### src/rtl/shift_arb_seq_pkg.sv
// Shared encodings for the two-requester shift-register sequencer.
// Also holds the one-step update rule used by the register datapath.
package shift_arb_seq_pkg;

    typedef enum logic [2:0] {
        OP_CLR  = 3'b000,
        OP_LOAD = 3'b001,
        OP_SHR  = 3'b010,
        OP_SHL  = 3'b011,
        OP_ASR  = 3'b100,
        OP_SIN  = 3'b101,
        OP_ROR  = 3'b110,
        OP_ROL  = 3'b111
    } op_e;

    typedef enum logic [1:0] {
        ST_IDLE = 2'b00,
        ST_EXEC = 2'b01,
        ST_RESP = 2'b10
    } state_e;

    function automatic logic [7:0] step_q(input logic [2:0] op, input logic [7:0] q,
                                          input logic [7:0] data, input logic sdin);
        logic [7:0] r;
        case (op_e'(op))
            OP_CLR:  r = 8'h00;
            OP_LOAD: r = data;
            OP_SHR:  r = {1'b0, q[7:1]};
            OP_SHL:  r = {q[6:0], 1'b0};
            OP_ASR:  r = {q[7], q[7:1]};
            OP_SIN:  r = {sdin, q[7:1]};
            OP_ROR:  r = {q[0], q[7:1]};
            default: r = {q[6:0], q[7]};
        endcase
        return r;
    endfunction

endpackage

### src/rtl/shift_core.sv
// Eight-bit shift register: applies one operation step on each enabled edge.
module shift_core
    import shift_arb_seq_pkg::*;
(
    input  logic       clk,
    input  logic       rst_n,
    input  logic       en,
    input  logic [2:0] op,
    input  logic [7:0] data,
    input  logic       sdin,
    output logic [7:0] q
);

    logic [7:0] q_q;

    always_ff @(posedge clk or negedge rst_n) begin
        if (!rst_n) begin
            q_q <= 8'h00;
        end else if (en) begin
            q_q <= step_q(op, q_q, data, sdin);
        end
    end

    assign q = q_q;

endmodule

### src/rtl/shift_arb_seq.sv
// Round-robin arbiter between two command channels driving a multi-step
// shift register; reports each finished command once on the rsp channel.
module shift_arb_seq
    import shift_arb_seq_pkg::*;
(
    input  logic       clk,
    input  logic       rst_n,
    input  logic       a_valid,
    output logic       a_ready,
    input  logic [2:0] a_op,
    input  logic [2:0] a_cnt,
    input  logic [7:0] a_data,
    input  logic       b_valid,
    output logic       b_ready,
    input  logic [2:0] b_op,
    input  logic [2:0] b_cnt,
    input  logic [7:0] b_data,
    input  logic       sdin,
    output logic       rsp_valid,
    output logic       rsp_id,
    output logic [7:0] rsp_data,
    output logic       busy,
    output logic [7:0] q
);

    state_e     state_q, state_d;
    logic [2:0] op_q, op_d;
    logic [2:0] steps_q, steps_d;
    logic [7:0] data_q, data_d;
    logic       id_q, id_d;
    logic       rr_last_q, rr_last_d;
    logic [7:0] rsp_data_q, rsp_data_d;
    logic       rsp_id_q, rsp_id_d;
    logic       grant_b;
    logic       accept;
    logic [2:0] sel_op;
    logic [7:0] q_w;

    always_ff @(posedge clk or negedge rst_n) begin
        if (!rst_n) begin
            state_q    <= ST_IDLE;
            op_q       <= 3'd0;
            steps_q    <= 3'd0;
            data_q     <= 8'h00;
            id_q       <= 1'b0;
            rr_last_q  <= 1'b1;
            rsp_data_q <= 8'h00;
            rsp_id_q   <= 1'b0;
        end else begin
            state_q    <= state_d;
            op_q       <= op_d;
            steps_q    <= steps_d;
            data_q     <= data_d;
            id_q       <= id_d;
            rr_last_q  <= rr_last_d;
            rsp_data_q <= rsp_data_d;
            rsp_id_q   <= rsp_id_d;
        end
    end

    always_comb begin
        state_d    = state_q;
        op_d       = op_q;
        steps_d    = steps_q;
        data_d     = data_q;
        id_d       = id_q;
        rr_last_d  = rr_last_q;
        rsp_data_d = rsp_data_q;
        rsp_id_d   = rsp_id_q;

        // With no contender the grant parks on whoever would win a tie.
        if (a_valid && b_valid) grant_b = !rr_last_q;
        else if (a_valid)       grant_b = 1'b0;
        else if (b_valid)       grant_b = 1'b1;
        else                    grant_b = !rr_last_q;

        a_ready = (state_q == ST_IDLE) && !grant_b;
        b_ready = (state_q == ST_IDLE) && grant_b;
        accept  = grant_b ? (b_valid && b_ready) : (a_valid && a_ready);
        sel_op  = grant_b ? b_op : a_op;

        case (state_q)
            ST_IDLE: begin
                if (accept) begin
                    state_d   = ST_EXEC;
                    op_d      = sel_op;
                    data_d    = grant_b ? b_data : a_data;
                    // steps_q holds remaining steps minus one; clear/load are single-step
                    steps_d   = (sel_op[2:1] == 2'b00) ? 3'd0 : (grant_b ? b_cnt : a_cnt);
                    id_d      = grant_b;
                    rr_last_d = grant_b;
                end
            end
            ST_EXEC: begin
                if (steps_q == 3'd0) state_d = ST_RESP;
                else                 steps_d = steps_q - 3'd1;
            end
            ST_RESP: begin
                state_d    = ST_IDLE;
                rsp_data_d = q_w;
                rsp_id_d   = id_q;
            end
            default: state_d = ST_IDLE;
        endcase
    end

    shift_core u_core (
        .clk   (clk),
        .rst_n (rst_n),
        .en    (state_q == ST_EXEC),
        .op    (op_q),
        .data  (data_q),
        .sdin  (sdin),
        .q     (q_w)
    );

    // During RESP the fresh result is shown directly, then held in the _q copies.
    assign rsp_valid = (state_q == ST_RESP);
    assign rsp_data  = rsp_valid ? q_w : rsp_data_q;
    assign rsp_id    = rsp_valid ? id_q : rsp_id_q;
    assign busy      = (state_q != ST_IDLE);
    assign q         = q_w;

endmodule

### config.mk
export PLATFORM = sky130hd
export DESIGN_NAME = shift_arb_seq
export DESIGN_NICKNAME = d
export VERILOG_FILES = /design/src/rtl/shift_arb_seq_pkg.sv /design/src/rtl/shift_core.sv /design/src/rtl/shift_arb_seq.sv
export SDC_FILE = /design/constraint.sdc
export NUM_CORES = 1
export LEC_CHECK = 0
export ABC_CLOCK_PERIOD_IN_PS = 2650
export CORE_MARGIN = 1.5
export CORE_UTILIZATION = 37
export DETAILED_ROUTE_END_ITERATION = 8
export GPL_ROUTABILITY_DRIVEN = 0
export PLACE_DENSITY_LB_ADDON = 0.05
export SETUP_SLACK_MARGIN = 0.02
export SYNTH_ARGS = -nofsm -noshare
export SYNTH_HDL_FRONTEND = slang
export SYNTH_HIERARCHICAL = 1
export SYNTH_SLANG_ARGS = --single-unit
export TNS_END_PERCENT = 20
### constraint.sdc
create_clock -name clk -period 2.65 [get_ports clk]
set_clock_uncertainty 0.1 [all_clocks]
set_input_delay 0.3975 -clock clk [delete_from_list [all_inputs] [get_ports clk]]
set_output_delay 0.3975 -clock clk [all_outputs]
set_load 0.1 [all_outputs]
==> flow_metrics.tcl <==
set metrics [dict create \
    ys.warnings.count 6 \
    via_count 1514 \
    yosys.area.top_type "sky130_fd_sc_hd__dfrtp_1" \
    share_of_synthesized_flip_flops_with_an_asynchronous_set_or_reset 1.00 \
    clock_latency_ns 0.28 \
    synth.top_cells.by_area "sky130_fd_sc_hd__dfrtp_1 45%, sky130_fd_sc_hd__mux2i_1 9.0%, sky130_fd_sc_hd__mux2_2 8.9%" \
    synthesis.area_mm2 0.00190 \
    drt_pass1_iterations 4 \
    critical-path-slowest-cell "sky130_fd_sc_hd__clkdlybuf4s50_1" \
    hold_viol 0 \
    grt.total_usage 0.159 \
    worst_setup_path_start_kind "input port" \
    port_buffers 53 \
    worst-slew-pin-transition_ns 0.765 \
    crit_required_ns 2.15 \
    dp_hpwl_um 2970 \
    antenna_violations_before_repair 0 \
    achievable-frequency_mhz 448 \
    post_synth_inst_count 179 \
    cts_htree_levels 2 \
    tritoncts_clock_tree "built" \
    maxCapViolations 0 \
    fillers 448 \
    cts_buffer_depth 2 \
    routed_wire_length_per_instance_um 13.4 \
    route.final.wire_length_um 4000 \
    worst-setup-path-type "in2out" \
    cts.sink_count 35 \
    area_delta_synth_final_pct 40.4 \
    final.min_clock_period_ns 2.23 \
    cts.reportedPaths.clkPinSlew_ns 0.07 \
    rr_startpoint "steps_q[0]" \
    via_count_of_the_first_global_routing_pass 1460 \
    post_cts_buffers 0 \
    die_width_um 74.6 \
    outcome "finished clean" \
    r2r_end "steps_q[0]" \
    core_region_area_mm2 0.00482 \
    post_cts_hold_buffers 0 \
    post-route-period-util 0.843 \
    row_count 25 \
    cp_top_family "buffers and inverters" \
    worstSetupEndpointType "output port" \
    postSynthRegisterBits 35 \
    antenna-diode-count 0 \
    total_gr_overflow 0 \
    setup-tns-final_ns 0 \
    postCtsResizedCells 0 \
    report.final.setup_viol 0 \
    most_used_standard_cell_by_instance_count_after_synthesis "sky130_fd_sc_hd__dfrtp_1" \
    critical_path.max_fanout 5 \
    synthTopCellsByCount "34 x sky130_fd_sc_hd__dfrtp_1, 23 x sky130_fd_sc_hd__a21oi_1, 17 x sky130_fd_sc_hd__mux2i_1, 17 x sky130_fd_sc_hd__nor2_1, 15 x sky130_fd_sc_hd__mux2_2" \
    maxSlewViolCount 0 \
    io-pin-count 54 \
    synth_fp_nets 214 \
    timing.slew.headroom 0.490 \
    grt_setup_unrepaired "false" \
    reg2regPathDepth 7 \
    floorplan.initialDensity 0.394 \
    drt_iter0_drcs 127 \
    grt_start_max_net_pins 36 \
    yosysSeqAreaShare 0.463 \
    timing.hold.worst.class "in2async" \
    die_h_um 74.6 \
    fraction_of_layout_cells_with_a_size_suffix_above_1 0.233 \
    worst-r2r-setup-slack_ns 0.84 \
    worstSetupPathDepth 5 \
    yosys.cell_types.count 35 \
    synthFlopType "sky130_fd_sc_hd__dfrtp_1" \
    die_area_mm2 0.00556 \
    postRouteAntennaNets 0 \
    cts_inserted_buffers 5 \
    yosys.area.top_type_share 0.449 \
    critPathBufInv 3 \
    drcViolationCount 0 \
    synth_enable_flop_cells 0 \
    crit_path_max_incr_delay_ns 0.57 \
    cts_root_buffer "sky130_fd_sc_hd__clkbuf_8" \
    final_nets 266 \
    route.detailed.vias_per_inst 5.06 \
    cell_breakdown_of_the_critical_path "clkdlybuf4s50_1 > inv_2 > maj3_2 > and2_2 > buf_12" \
    cp.arrival_ns 1.74 \
    synth_area_per_cell_um2 10.6 \
    grt_first_pass_wirelength_um 6690 \
]
==> worst max path at each step <==
stage / start / to / slack, ns
6_report: b_valid / a_ready / 0.42
5_1_grt: b_valid / a_ready / 0.38
4_1_cts: b_valid / a_ready / 0.41
3_5_place_dp: b_valid / a_ready / 0.42
3_3_place_gp: b_valid / a_ready / 0.48
2_1_floorplan: state_q[1] / b_ready / 0.05
==> through the flow <==
step           utilization  instances  hold WS, ns  setup slack [ns]  area [um^2]
6_report             0.552        299       0.0868             0.416         2660
3_5_place_dp         0.528        291        0.415             0.419         2540
4_1_cts              0.552        299        0.115             0.413         2660
5_1_grt              0.552        299        0.137             0.384         2660
3_3_place_gp         0.528        291        0.395             0.477         2540
2_1_floorplan            -        179      0.00191            0.0527         1900
==> cell usage in the layout (no fill, tap or decap), drive strengths merged, types with 2 or more instances in the layout <==
cell / n
buf: 25
inv: 6
nand3b: 10
ha: 2
nand2b: 3
dfrtp: 34
nand3: 4
nor2: 17
o21a: 3
a21oi: 23
clkbuf: 6
a22oi: 6
mux2i: 17
nand2: 4
clkdlybuf4s50: 31
mux2: 15
and2: 2
nor2b: 4
a31oi: 6
==> worst reg2reg max path: stages, from the launching register on <==
cell and delay, ns:
sky130_fd_sc_hd__dfrtp_1 0.34, sky130_fd_sc_hd__inv_1 0.05, sky130_fd_sc_hd__ha_1 0.19, sky130_fd_sc_hd__ha_1 0.20, sky130_fd_sc_hd__nand2b_1 0.14, sky130_fd_sc_hd__a21oi_1 0.30
sky130_fd_sc_hd__a21boi_0 0.26, sky130_fd_sc_hd__a31oi_1 0.10
==> registers in the layout, indices dropped and copies added, names as in the netlist <==
name and flops:
rsp_data_q 8, data_q 8, u_core/q 8, rr_last_q 1
op_q 3, id_q 1, steps_q 3, rsp_id_q 1
state_q 2
==> area by class of cell <==
type                    instances  area, um^2  share of cell area
clock inverters                 2        35.0              0.0132
multi-input cells             127         915               0.344
repair buffers                 56         646               0.243
clock buffers                   6        82.6              0.0310
flip-flops and latches         35         877               0.330
inverters                       6        22.5             0.00846
well taps                      67        83.8              0.0315
==> cell families (layout without fill, tap and decap cells) <==
group | count (synthesis) | in the layout | share of synthesized area
compound gates | 44 | 44 | 0.141
fa+ha+maj | 3 | 3 | 0.0191
buf+inv | 17 | 70 | 0.0561
flops | 35 | 35 | 0.463
mux | 32 | 32 | 0.179
simple gates | 48 | 48 | 0.143
==> layer usage <==
layer	part of all wire	track usage	vias up
li1	-	-	753
met1	0.47	0.209	704
met2	0.46	0.256	53
met3	0.055	0.0488	4
met4	0.0093	0.0424	0
met5	0	0	-
Power is left out: the tool's default activity adds up to more than one toggle a clock period on the data nets, which glitch-free logic cannot reach.
